### config.mk
export PLATFORM = sky130hd
export DESIGN_NAME = serial_tx
export DESIGN_NICKNAME = d
export VERILOG_FILES = /design/src/rtl/serial_tx.sv
export SDC_FILE = /design/constraint.sdc
export NUM_CORES = 1
export LEC_CHECK = 0
export CAP_MARGIN = 25
export CORE_MARGIN = 5
export CORE_UTILIZATION = 50
export CTS_CLUSTER_SIZE = 14
export DETAILED_ROUTE_END_ITERATION = 16
export PLACE_DENSITY = 0.73
export SLEW_MARGIN = 20
export SYNTH_ARGS = -nofsm -noshare
export SYNTH_HDL_FRONTEND = slang
export SYNTH_SLANG_ARGS = --single-unit
### constraint.sdc
create_clock -name clk -period 4.55 [get_ports clk]
set_input_delay 0.455 -clock clk [delete_from_list [all_inputs] [get_ports clk]]
set_output_delay 0.455 -clock clk [all_outputs]
set_load 0.005 [all_outputs]
### src/rtl/serial_tx.sv
// ----------------------------------------------------------------------------
// serial_tx -- frame-based serial transmitter (start bit, DATA_W data bits
// LSB first, one stop bit), each bit held for CLKS_PER_BIT clock cycles.
//
// Parameters
//   CLKS_PER_BIT  clock cycles per serial bit (>= 2)
//   DATA_W        payload bits per frame
//
// Ports
//   clk       single clock, rising edge
//   REST      asynchronous active-low reset
//   tx_data   parallel payload, captured on the accept edge only
//   tx_valid  producer has a word on tx_data
//   tx_ready  block can accept a word this cycle (registered, high in IDLE)
//   tx_out    serial line, idles high (registered)
//   busy      frame in progress, complement of tx_ready (registered)
// ----------------------------------------------------------------------------
module serial_tx #(
    parameter int CLKS_PER_BIT = 4,
    parameter int DATA_W       = 8
) (
    input  logic              clk,
    input  logic              REST,
    input  logic [DATA_W-1:0] tx_data,
    input  logic              tx_valid,
    output logic              tx_ready,
    output logic              tx_out,
    output logic              busy
);

    localparam int CNT_W = (CLKS_PER_BIT > 1) ? $clog2(CLKS_PER_BIT) : 1;
    localparam int BIT_W = (DATA_W > 1) ? $clog2(DATA_W) : 1;

    localparam logic [CNT_W-1:0] CNT_LAST = CNT_W'(CLKS_PER_BIT - 1);
    localparam logic [BIT_W-1:0] BIT_LAST = BIT_W'(DATA_W - 1);

    typedef enum logic [1:0] {
        IDLE,
        START,
        DATA,
        STOP
    } state_t;

    state_t            state;
    logic [CNT_W-1:0]  cyc_cnt;
    logic [BIT_W-1:0]  bit_cnt;
    logic [DATA_W-1:0] shift_reg;
    logic              bit_done;

    // Last cycle of the current serial bit.
    assign bit_done = (cyc_cnt == CNT_LAST);

    // NOTE: every register below uses non-blocking assignments so all of
    // them update together from the values present before the edge.
    always_ff @(posedge clk or negedge REST) begin
        if (!REST) begin
            state     <= IDLE;
            tx_out    <= 1'b1;
            tx_ready  <= 1'b1;
            busy      <= 1'b0;
            // NOTE: the shift register is reset as well; it is a handful of
            // flops, not a memory, and a clean value eases debug.
            shift_reg <= '0;
            cyc_cnt   <= '0;
            bit_cnt   <= '0;
        end else begin
            case (state)
                IDLE: begin
                    // Counters hold while idle; only a handshake moves us on.
                    if (tx_valid && tx_ready) begin
                        state     <= START;
                        shift_reg <= tx_data;
                        cyc_cnt   <= '0;
                        tx_out    <= 1'b0;
                        tx_ready  <= 1'b0;
                        busy      <= 1'b1;
                    end
                end

                START: begin
                    if (bit_done) begin
                        state     <= DATA;
                        cyc_cnt   <= '0;
                        bit_cnt   <= '0;
                        tx_out    <= shift_reg[0];
                        shift_reg <= shift_reg >> 1;
                    end else begin
                        cyc_cnt <= cyc_cnt + 1'b1;
                    end
                end

                DATA: begin
                    if (bit_done) begin
                        cyc_cnt <= '0;
                        if (bit_cnt == BIT_LAST) begin
                            state  <= STOP;
                            tx_out <= 1'b1;
                        end else begin
                            // Shift register always presents the next bit at [0].
                            bit_cnt   <= bit_cnt + 1'b1;
                            tx_out    <= shift_reg[0];
                            shift_reg <= shift_reg >> 1;
                        end
                    end else begin
                        cyc_cnt <= cyc_cnt + 1'b1;
                    end
                end

                STOP: begin
                    if (bit_done) begin
                        state    <= IDLE;
                        cyc_cnt  <= '0;
                        tx_out   <= 1'b1;
                        tx_ready <= 1'b1;
                        busy     <= 1'b0;
                    end else begin
                        cyc_cnt <= cyc_cnt + 1'b1;
                    end
                end

                default: begin
                    // Unreachable encodings fall back to a quiet idle line.
                    state    <= IDLE;
                    cyc_cnt  <= '0;
                    bit_cnt  <= '0;
                    tx_out   <= 1'b1;
                    tx_ready <= 1'b1;
                    busy     <= 1'b0;
                end
            endcase
        end
    end

endmodule

; ---- After elaboration in Yosys (flattened, before gate mapping)
; Index checks and enable logic that the tools add are counted.
[classes]
n_addsub = 2
multipliers = 0
div = 0
order_cmp = 0
n_eq_ne = 11
shift = 0
mux = 28
n_bitwise = 0
n_reduce_logical = 11
[ops]
columns = op, n
row1 = 8-bit 2-to-1 mux, 4
row2 = 8-bit one-hot mux with 3 select lines, 1
row3 = 2-bit 2-to-1 mux, 7
row4 = 2-bit != test (second input constant), 6
row5 = 5-bit AND reduction, 2
row6 = 3-bit 2-to-1 mux, 3
row7 = 2-bit one-hot mux with 4 select lines, 1
row8 = 4-bit AND reduction, 2
row9 = 1-bit 2-to-1 mux, 7
row10 = 2-bit equality test (second input constant), 3
row11 = 3-bit one-hot mux with 2 select lines, 1
row12 = 1-bit one-hot mux with 2 select lines, 2
row13 = 1-bit one-hot mux with 4 select lines, 1
row14 = 2-bit one-hot mux with 2 select lines, 1
row15 = 2-bit nonzero test, 2
row16 = 3-bit by 1-bit adder with 3-bit output (second input constant), 1
row17 = 3-bit equality test (second input constant), 1
row18 = 3-bit AND reduction, 1
row19 = 3-bit nonzero test, 1
row20 = 3-bit OR reduction, 1
row21 = 2-bit by 1-bit adder with 2-bit output (second input constant), 1
row22 = 2-bit by 1-bit equality test with 1-bit output (second input constant), 1
row23 = 2-bit logical NOT, 1
row24 = 1-bit logical AND, 1
[totals]
ff_bits = 18
latch_bits = 0
mem_bits_rw = 0
romBits = 0
in_bits = 11
n_memories = 0

; ---- Logic depth before layout (Yosys ltp)
; Gate-level depths: netlist of run 1.
[logic_depth]
word_depth = 4
depth_mapped = 6

; ---- Worst setup path before layout of run 1
; No wires, ideal clock.
[synth_path]
path_kind = reg2reg
start = register bit_cnt[0]
end = register shift_reg[0]
setup_ns = 0.125
arrival_ns = 1.917
required_ns = 4.425
path_slack_ns = 2.508
path_stages_with_launch = 6
synth_period_minus_slack_ns = 2.042
path_cell_list = dfrtp_1 ha_1 ha_1 nand2b_4 a2111oi_4 mux2_2
[synth_between]
elab_chain_cells = 3
[synth_rtl]
columns = element, line
row1 = from (decl), 46  ; logic [BIT_W-1:0] bit_cnt;
row2 = from (signal assigned), 100  ; bit_cnt <= bit_cnt + 1'b1;
row3 = 3-bit equality test, 95  ; if (bit_cnt == BIT_LAST) begin
row4 = 2-bit != test (no line), --
row5 = 5-bit AND reduction (no line), --
row6 = to (signal assigned), 72  ; shift_reg <= tx_data;
row7 = to (signal assigned), 86  ; shift_reg <= shift_reg >> 1;
row8 = to (signal assigned), 102  ; shift_reg <= shift_reg >> 1;
row9 = to (decl), 47  ; logic [DATA_W-1:0] shift_reg;
; No other way between the ends.
; A chain may end at the register's enable or synchronous reset.

; ---- Final worst setup path of run 1
[layout_path]
start = register bit_cnt[0]
end = register shift_reg[7]
; Same word-level chain as after synthesis.

==> results_dict.tcl, run 1 <==
set metrics [dict create \
    powerDensity_mw_per_mm2 771 \
    setup_viol 0 \
    cp-start-kind "register" \
    final_cells 127 \
    place_inst 123 \
    status "complete, no violations" \
    finClkSkew_ns 0.00373 \
    clock_latency_ns 0.30 \
    synth.area.top_cells "dfrtp_1 38%, mux2_2 18%, ha_1 11%" \
    ys_seq_elements 18 \
    critPathMaxFanout 8 \
    required_ns 4.74 \
    p_total_mw 0.952 \
    worst_path_max_delay_cell "a2111oi_4" \
    detail_route.vias_per_cell 5.34 \
    initial_utilization_pct 53.0 \
    timing.fmax_mhz 442 \
    netlist.area_leader.share_pct 38.1 \
    grt.overflow.total 0 \
    gp_congestion 0.773 \
    clkTransAtPathRegs_ns 0.11 \
    fin_ws_ns 2.29 \
    cts_made_buffers 3 \
    postCtsResizedCells 0 \
    yosys_warnings 0 \
    syn-instance-count 86 \
    initialDrtViolationCount 5 \
    coreArea_mm2 0.00198 \
    slowest_delay_ns 0.65 \
    drv_slew 0 \
    wire_per_inst_um 13.9 \
    synthAdderAreaFrac_pct 10.7 \
    fp.dieW_um 55.8 \
    tightest_slew_ns 0.807 \
    grt_usage_pct 13.2 \
    num_antenna_cells 0 \
    grt_max_degree 19 \
    io_pins 14 \
    dp_hpwl_um 1320 \
    hold_buffers 0 \
    postCtsSetupBuffers 0 \
    hold_ws_ns 0.496 \
    synthTopCellsByCount "17 x mux2_2, 16 x dfrtp_1, 9 x ha_1, 5 x nand2_1, 5 x o21ai_0" \
    syn_area_per_cell_um2 12.2 \
    p_leak_nw 0.534 \
    yosysMostFrequentCell "mux2_2" \
    slew-limit-headroom_pct 46.1 \
    grt_pass1_wl_um 3260 \
    min_path_type "reg -> reg" \
    cts.sinks 18 \
    synth_mux_area_share_pct 18.2 \
    place_area_mm2 0.00120 \
    dominantRegCellSynth "dfrtp_1" \
    cts-root-buf "clkbuf_4" \
    path_common_cell "ha_1" \
    crit_path_cell_trace "ha_1 -> ha_1 -> nand2b_4 -> a2111oi_4 -> mux2_2" \
    finalSetupTns_ns 0 \
    syn_area_mm2 0.00105 \
    synth_xor_area_share_pct 0 \
    synth_top_family_by_area "multiplexers" \
    synthSimpleGateAreaFrac_pct 9.54 \
    syn_to_final_growth_pct 17.6 \
    crit_family "compound AO/OA/AOI/OAI gates" \
    grt_pass1_vias 722 \
    remaining_drc_errors 0 \
    fin_crit_sh_pct 49.7 \
    cap_violations 0 \
    yosysUniqueCellTypes 30 \
    fp.dieH_um 55.8 \
    synth_compound_gate_area_share_pct 15.5 \
    rows 16 \
    ir_worst_vdd_mv 0.410 \
    critPathKind "reg -> reg" \
    routed_wirelength_um 1770 \
    synth_top_area_cell "dfrtp_1" \
    synth_edf_count 0 \
    synth-seq-area-share_pct 43.1 \
    crit_buf_inv 0 \
    endpoint_kind "register" \
    cts_tree "built" \
    htreeDepth 1 \
    largest_reg_flops 8 \
    arrival_ns 2.46 \
    num_vias 678 \
    ys_async_sr_fraction_pct 100 \
    portBuffers 13 \
    stdcell_area_mm2 0.00123 \
    fin_crit_ns 2.26 \
    synth_fp_nets 106 \
    drtAntennaViolNets 0 \
    firstDrtPassIters 4 \
    drive_gt1_share_pct 29.0 \
    finish.net_count 121 \
    cts_max_path_buffers 2 \
    dp_slack_ns 2.29 \
    final_util_pct 62.3 \
    dieArea_mm2 0.00312 \
    hold_viol_final 0 \
    grt_antenna_before_repair 0 \
    rsz0062_at_grt "no" \
]
logic make-up (layout without fill, tap and decap cells):
family | Yosys count | in the layout
AO/OA/AOI/OAI | 18 | 18
flip-flops | 18 | 18
multiplexers | 17 | 17
AND/OR/NAND/NOR | 17 | 17
adder cells (fa/ha/maj) | 9 | 9
buffers and inverters | 7 | 21
worst reg2reg max path: cells and delay by family (launching register included):
| family | cells | cell delay [ns] |
|---|---|---|
| and+or+nand+nor | 1 | 0.18 |
| DFF | 1 | 0.42 |
| muxes | 1 | 0.41 |
| adders and majority gates | 2 | 0.49 |
| AOI/OAI and AO/OA | 1 | 0.65 |
area by class of cell:
cell class / count / area [um2]
clock buffer: 4 / 36.3
inverter: 4 / 15.0
sequential: 18 / 453
timing repair buffer: 13 / 130
multi-input combinational: 61 / 567
tap: 27 / 33.8
fill: 156 / 747
per-layer routing:
layer | global-route usage, % | wire length (um)
met5 | 0 | 0
met3 | 3.71 | 86
met4 | 6.78 | 43
met1 | 16.5 | 823
met2 | 20.4 | 816
power by group:
group          switching (mW)  total (mW)  internal, mW
sequential             0.0477       0.292         0.244
combinational           0.245       0.559         0.314
clock                  0.0521       0.101        0.0489
layout by cell type, fill, tap and decap left out, drive strengths merged:
cell type	instances
a32oi	1
dfstp	2
a21boi	1
a22o	2
clkbuf	4
a21o	1
a2111oi	1
a21bo	1
a211oi	1
clkdlybuf4s50	13
inv	4
dfrtp	16
nor2b	2
mux2	17
o21ai	5
a21oi	1
nor3	2
nand2b	3
ha	9
o2111ai	1
and3b	1
nand2	5
nor4	1
or2	1
nand3	2
o21bai	1
a32o	1
a2bb2oi	1
path summary, 6_finish.rpt:
path                             from           end  slack [ns]  depth (start not counted)
setup / recovery           bit_cnt[0]  shift_reg[7]        2.29                          5
hold / removal             cyc_cnt[1]    cyc_cnt[1]        0.50                          2
setup reg to reg           bit_cnt[0]  shift_reg[7]        2.29                          5
hold reg to reg            cyc_cnt[1]    cyc_cnt[1]        0.50                          2
max in group asynchronous        REST  shift_reg[1]        3.44                          1
min in group asynchronous        REST    bit_cnt[1]        0.61                          1
No activity file was read; power rests on OpenSTA's default activity.
==> inputs of run 2 (changes only) <==
CORE_UTILIZATION = 48   (was 50)
clock period = 2.05 ns   (was 4.55 ns; I/O delays follow)
==> results_dict.tcl, run 2 (same netlist as run 1, synthesis figures left out) <==
set metrics [dict create \
    status "complete, no violations" \
    dieArea_mm2 0.00322 \
    grt.overflow.total 0 \
    finalSetupTns_ns 0 \
    endpoint_kind "register" \
    cts.sinks 18 \
    rows 17 \
    coreArea_mm2 0.00215 \
    critPathKind "reg -> reg" \
    crit_path_cell_trace "ha_1 -> ha_1 -> nand2b_4 -> a2111oi_4 -> buf_6 -> mux2_2" \
    syn_to_final_growth_pct 21.0 \
    drive_gt1_share_pct 31.7 \
    cts_made_buffers 3 \
    clock_latency_ns 0.29 \
    grt_pass1_vias 807 \
    stdcell_area_mm2 0.00127 \
    drtAntennaViolNets 0 \
    cp-start-kind "register" \
    slowest_delay_ns 0.42 \
    crit_family "adder cells" \
    final_cell_mix "17 x mux2_2, 16 x dfrtp_1, 13 x clkdlybuf4s50_1" \
    grt_pass1_wl_um 3530 \
    num_antenna_cells 0 \
    timing.fmax_mhz 518 \
    finish.net_count 125 \
    min_path_type "in -> async" \
    path_common_cell "ha_1" \
    fin_crit_sh_pct 94.3 \
    p_leak_nw 0.555 \
    final_util_pct 59.1 \
    reg2reg_depth 6 \
    htreeDepth 1 \
    hold_ws_ns 0.229 \
    grt_antenna_before_repair 0 \
    largest_reg_flops 8 \
    place_area_mm2 0.00123 \
    dp_hpwl_um 1510 \
    portBuffers 13 \
    ir_worst_vdd_mv 1.15 \
    remaining_drc_errors 0 \
    finClkSkew_ns 0.00104 \
    required_ns 2.23 \
    fp.dieH_um 56.8 \
    tightest_slew_ns 0.364 \
    num_vias 707 \
    slew-limit-headroom_pct 75.5 \
    worst_path_max_delay_cell "dfrtp_1" \
    fin_crit_ns 1.93 \
    fp.dieW_um 56.8 \
    io_pins 14 \
    layout.cells.most_common "mux2_2" \
    reg2reg_setup_slack_ns 0.12 \
    rsz0062_at_grt "no" \
    clkTransAtPathRegs_ns 0.10 \
    cts_tree "built" \
    crit_cells 6 \
    wire_per_inst_um 14.3 \
    hold_viol_final 0 \
    routed_wirelength_um 1890 \
    setup_viol 0 \
    critPathMaxFanout 8 \
    detail_route.vias_per_cell 5.36 \
    firstDrtPassIters 4 \
    powerDensity_mw_per_mm2 1730 \
    crit_buf_inv 1 \
    cap_violations 0 \
    grt_max_degree 19 \
    gp_congestion 0.738 \
    initial_utilization_pct 48.9 \
    drv_slew 0 \
    hold_buffers 0 \
    grt_usage_pct 13.9 \
    cts-root-buf "clkbuf_4" \
    cts_max_path_buffers 2 \
    arrival_ns 2.12 \
    initialDrtViolationCount 7 \
]
==> run 2: cell types whose count changed in the layout (fill, tap and decap cells not counted), sizes merged <==
| cell | change |
|---|---|
| buf | +4 |
==> run 2: through the flow <==
step | setup slack [ns] | power, mW | instances
2_1_floorplan | 0.00816 | 1.64 | 86
3_3_place_gp | 0.112 | 1.92 | 128
3_5_place_dp | 0.0595 | 1.98 | 128
4_1_cts | 0.0373 | 2.20 | 132
5_1_grt | 0.0154 | 2.39 | 132
6_report | 0.118 | 2.19 | 132
==> run 2: report_power, final <==
part           switching, mW  total [mW]  internal (mW)
sequential             0.110       0.652          0.542
clock                  0.107       0.215          0.108
combinational          0.573        1.33          0.754
==> run 2: final cells by class <==
class | instances | area, um2
repair buffers | 17 | 164
flip-flops and latches | 18 | 453
inverters | 4 | 15.0
fillers | 193 | 878
multi-input cells | 61 | 567
well taps | 28 | 35.0
clock buffers | 4 | 36.3
==> run 2: final timing paths <==
check / startpoint / to
min in group clk: cyc_cnt[1] / cyc_cnt[1]
max: bit_cnt[0] / shift_reg[4]
max in group asynchronous: REST / tx_ready
max reg2reg: bit_cnt[0] / shift_reg[4]
min reg2reg: cyc_cnt[1] / cyc_cnt[1]
min: REST / bit_cnt[0]
==> run 2: timing repair <==
action	4_1_cts	5_1_grt
endpoints found under the hold margin	0	0
setup endpoints to repair	0	8
gates resized for setup	0	1
buffers inserted	0	0
==> run 2: layer usage <==
metal	part of all wire [%]	up-vias	GRT usage [%]
met5	0	-	0
met4	1.7	0	4.97
met3	3.5	4	2.99
met2	52	15	24.9
met1	42	338	16.1
li1	-	350	-
==> inputs of run 3 (changes only) <==
CELL_PAD_IN_SITES_DETAIL_PLACEMENT = 1   (was default)
CELL_PAD_IN_SITES_GLOBAL_PLACEMENT = 1   (was default)
CORE_UTILIZATION = 39   (was 48)
HOLD_SLACK_MARGIN = 0.08   (was default)
PLACE_DENSITY = 0.84   (was 0.73)
==> results_dict.tcl, run 3 (same netlist as run 1, synthesis figures left out) <==
set metrics [dict create \
    cap_violations 0 \
    syn_to_final_growth_pct 22.9 \
    r2r_end "shift_reg[6]" \
    cts.sinks 18 \
    p_leak_nw 0.563 \
    grt_pass1_wl_um 3710 \
    worst_path_max_delay_cell "dfrtp_1" \
    cts_tree "built" \
    initialDrtViolationCount 17 \
    cts_made_buffers 3 \
    num_antenna_cells 0 \
    fin_crit_ns 1.97 \
    wire_per_inst_um 16.1 \
    clock_latency_ns 0.30 \
    cp-start-kind "register" \
    detail_route.vias_per_cell 5.40 \
    min_path_type "in -> async" \
    hold_viol_final 0 \
    rsz0062_at_grt "no" \
    timing.fmax_mhz 508 \
    final_cell_mix "17 x mux2_2, 16 x dfrtp_1, 13 x clkdlybuf4s50_1" \
    stdcell_area_mm2 0.00129 \
    finClkSkew_ns 0.00168 \
    critPathKind "reg -> reg" \
    slew-limit-headroom_pct 76.2 \
    setup_viol 0 \
    fp.dieH_um 61.9 \
    multi_input_area_um2 569 \
    num_vias 734 \
    dp_hpwl_um 1730 \
    grt_max_degree 19 \
    crit_family "flip-flops" \
    layout.cells.most_common "mux2_2" \
    clkTransAtPathRegs_ns 0.10 \
    htreeDepth 1 \
    fin_crit_sh_pct 96.0 \
    required_ns 2.25 \
    grt_usage_pct 13.6 \
    ir_worst_vdd_mv 0.950 \
    dieArea_mm2 0.00383 \
    dp_slack_ns 0.0187 \
    powerDensity_mw_per_mm2 1750 \
    portBuffers 13 \
    firstDrtPassIters 4 \
    hold_ws_ns 0.226 \
    regArea_um2 453 \
    initial_utilization_pct 41.6 \
    slowest_delay_ns 0.42 \
    gp_congestion 0.793 \
    hold_buffers 0 \
    tightest_slew_ns 0.353 \
    endpoint_kind "register" \
    finalSetupTns_ns 0 \
    drv_slew 0 \
    largest_reg_flops 8 \
    drive_gt1_share_pct 34.0 \
    routed_wirelength_um 2190 \
    fp.dieW_um 61.9 \
    finish.net_count 127 \
    coreArea_mm2 0.00252 \
    rows 18 \
    io_pins 14 \
    place_area_mm2 0.00123 \
    worstReg2RegStart "bit_cnt[0]" \
    crit_path_cell_trace "ha_2 -> ha_1 -> nand2b_4 -> a2111oi_4 -> buf_6 -> mux2_2" \
    num-fill-cells 282 \
    reg2reg_depth 6 \
    grt.overflow.total 0 \
    status "complete, no violations" \
    crit_buf_inv 1 \
    reg2reg_setup_slack_ns 0.08 \
    grt_pass1_vias 839 \
    fin_ws_ns 0.0821 \
    arrival_ns 2.16 \
    remaining_drc_errors 0 \
    cts-root-buf "clkbuf_4" \
    p_total_mw 2.25 \
    cts_max_path_buffers 2 \
    grt_antenna_before_repair 0 \
    drtAntennaViolNets 0 \
    critPathMaxFanout 8 \
]
## run 3: worst register-to-register path, stage by stage, from the launching register on
cell	delay [ns]
dfrtp_1	0.42
ha_2	0.20
ha_1	0.21
nand2b_4	0.16
a2111oi_4	0.36
buf_6	0.18
mux2_2	0.34
## run 3: how the worst max path moves through the flow
stage / startpoint / end / slack (ns) / cells after the start
after CTS: bit_cnt[0] / shift_reg[5] / 0.006 / 6
after global routing: bit_cnt[0] / shift_reg[5] / 0.02 / 6
after global placement: bit_cnt[0] / shift_reg[6] / 0.10 / 6
after detailed placement: bit_cnt[0] / shift_reg[5] / 0.02 / 6
final: bit_cnt[0] / shift_reg[6] / 0.08 / 6
after floorplan: bit_cnt[0] / shift_reg[0] / 0.008 / 5
## run 3: repair_timing
item / in CTS / in global routing
hold endpoints to repair: 0 / 0
resized for setup: 1 / 1
setup buffers: 0 / 2
endpoints found under the setup margin: 6 / 8
## run 3: cell type report
class | count | area share [%]
multi-input combinational | 61 | 44.1
sequential | 18 | 35.1
timing repair buffer | 19 | 13.9
tap | 30 | 2.91
clock buffer | 4 | 2.81
inverter | 4 | 1.16
## run 3: metrics by stage
step / cells / utilization, %
final: 136 / 51.1
after global routing: 136 / 51.1
after CTS: 134 / 50.4
after detailed placement: 130 / 48.9
after global placement: 130 / 48.9
after floorplan: 86 / -
## run 3: power by group
| part | internal [mW] | switching, mW | leakage (nW) |
|---|---|---|---|
| Clock | 0.109 | 0.116 | 0.0210 |
| Combinational | 0.774 | 0.600 | 0.336 |
| Sequential | 0.541 | 0.112 | 0.206 |
## run 3: routing by layer
layer	vias up	global-route usage [%]	wire, um
li1	349	-	-
met4	0	3.03	11
met5	-	0	0
met1	368	15.5	897
met3	2	4.34	90
met2	15	24.7	1190
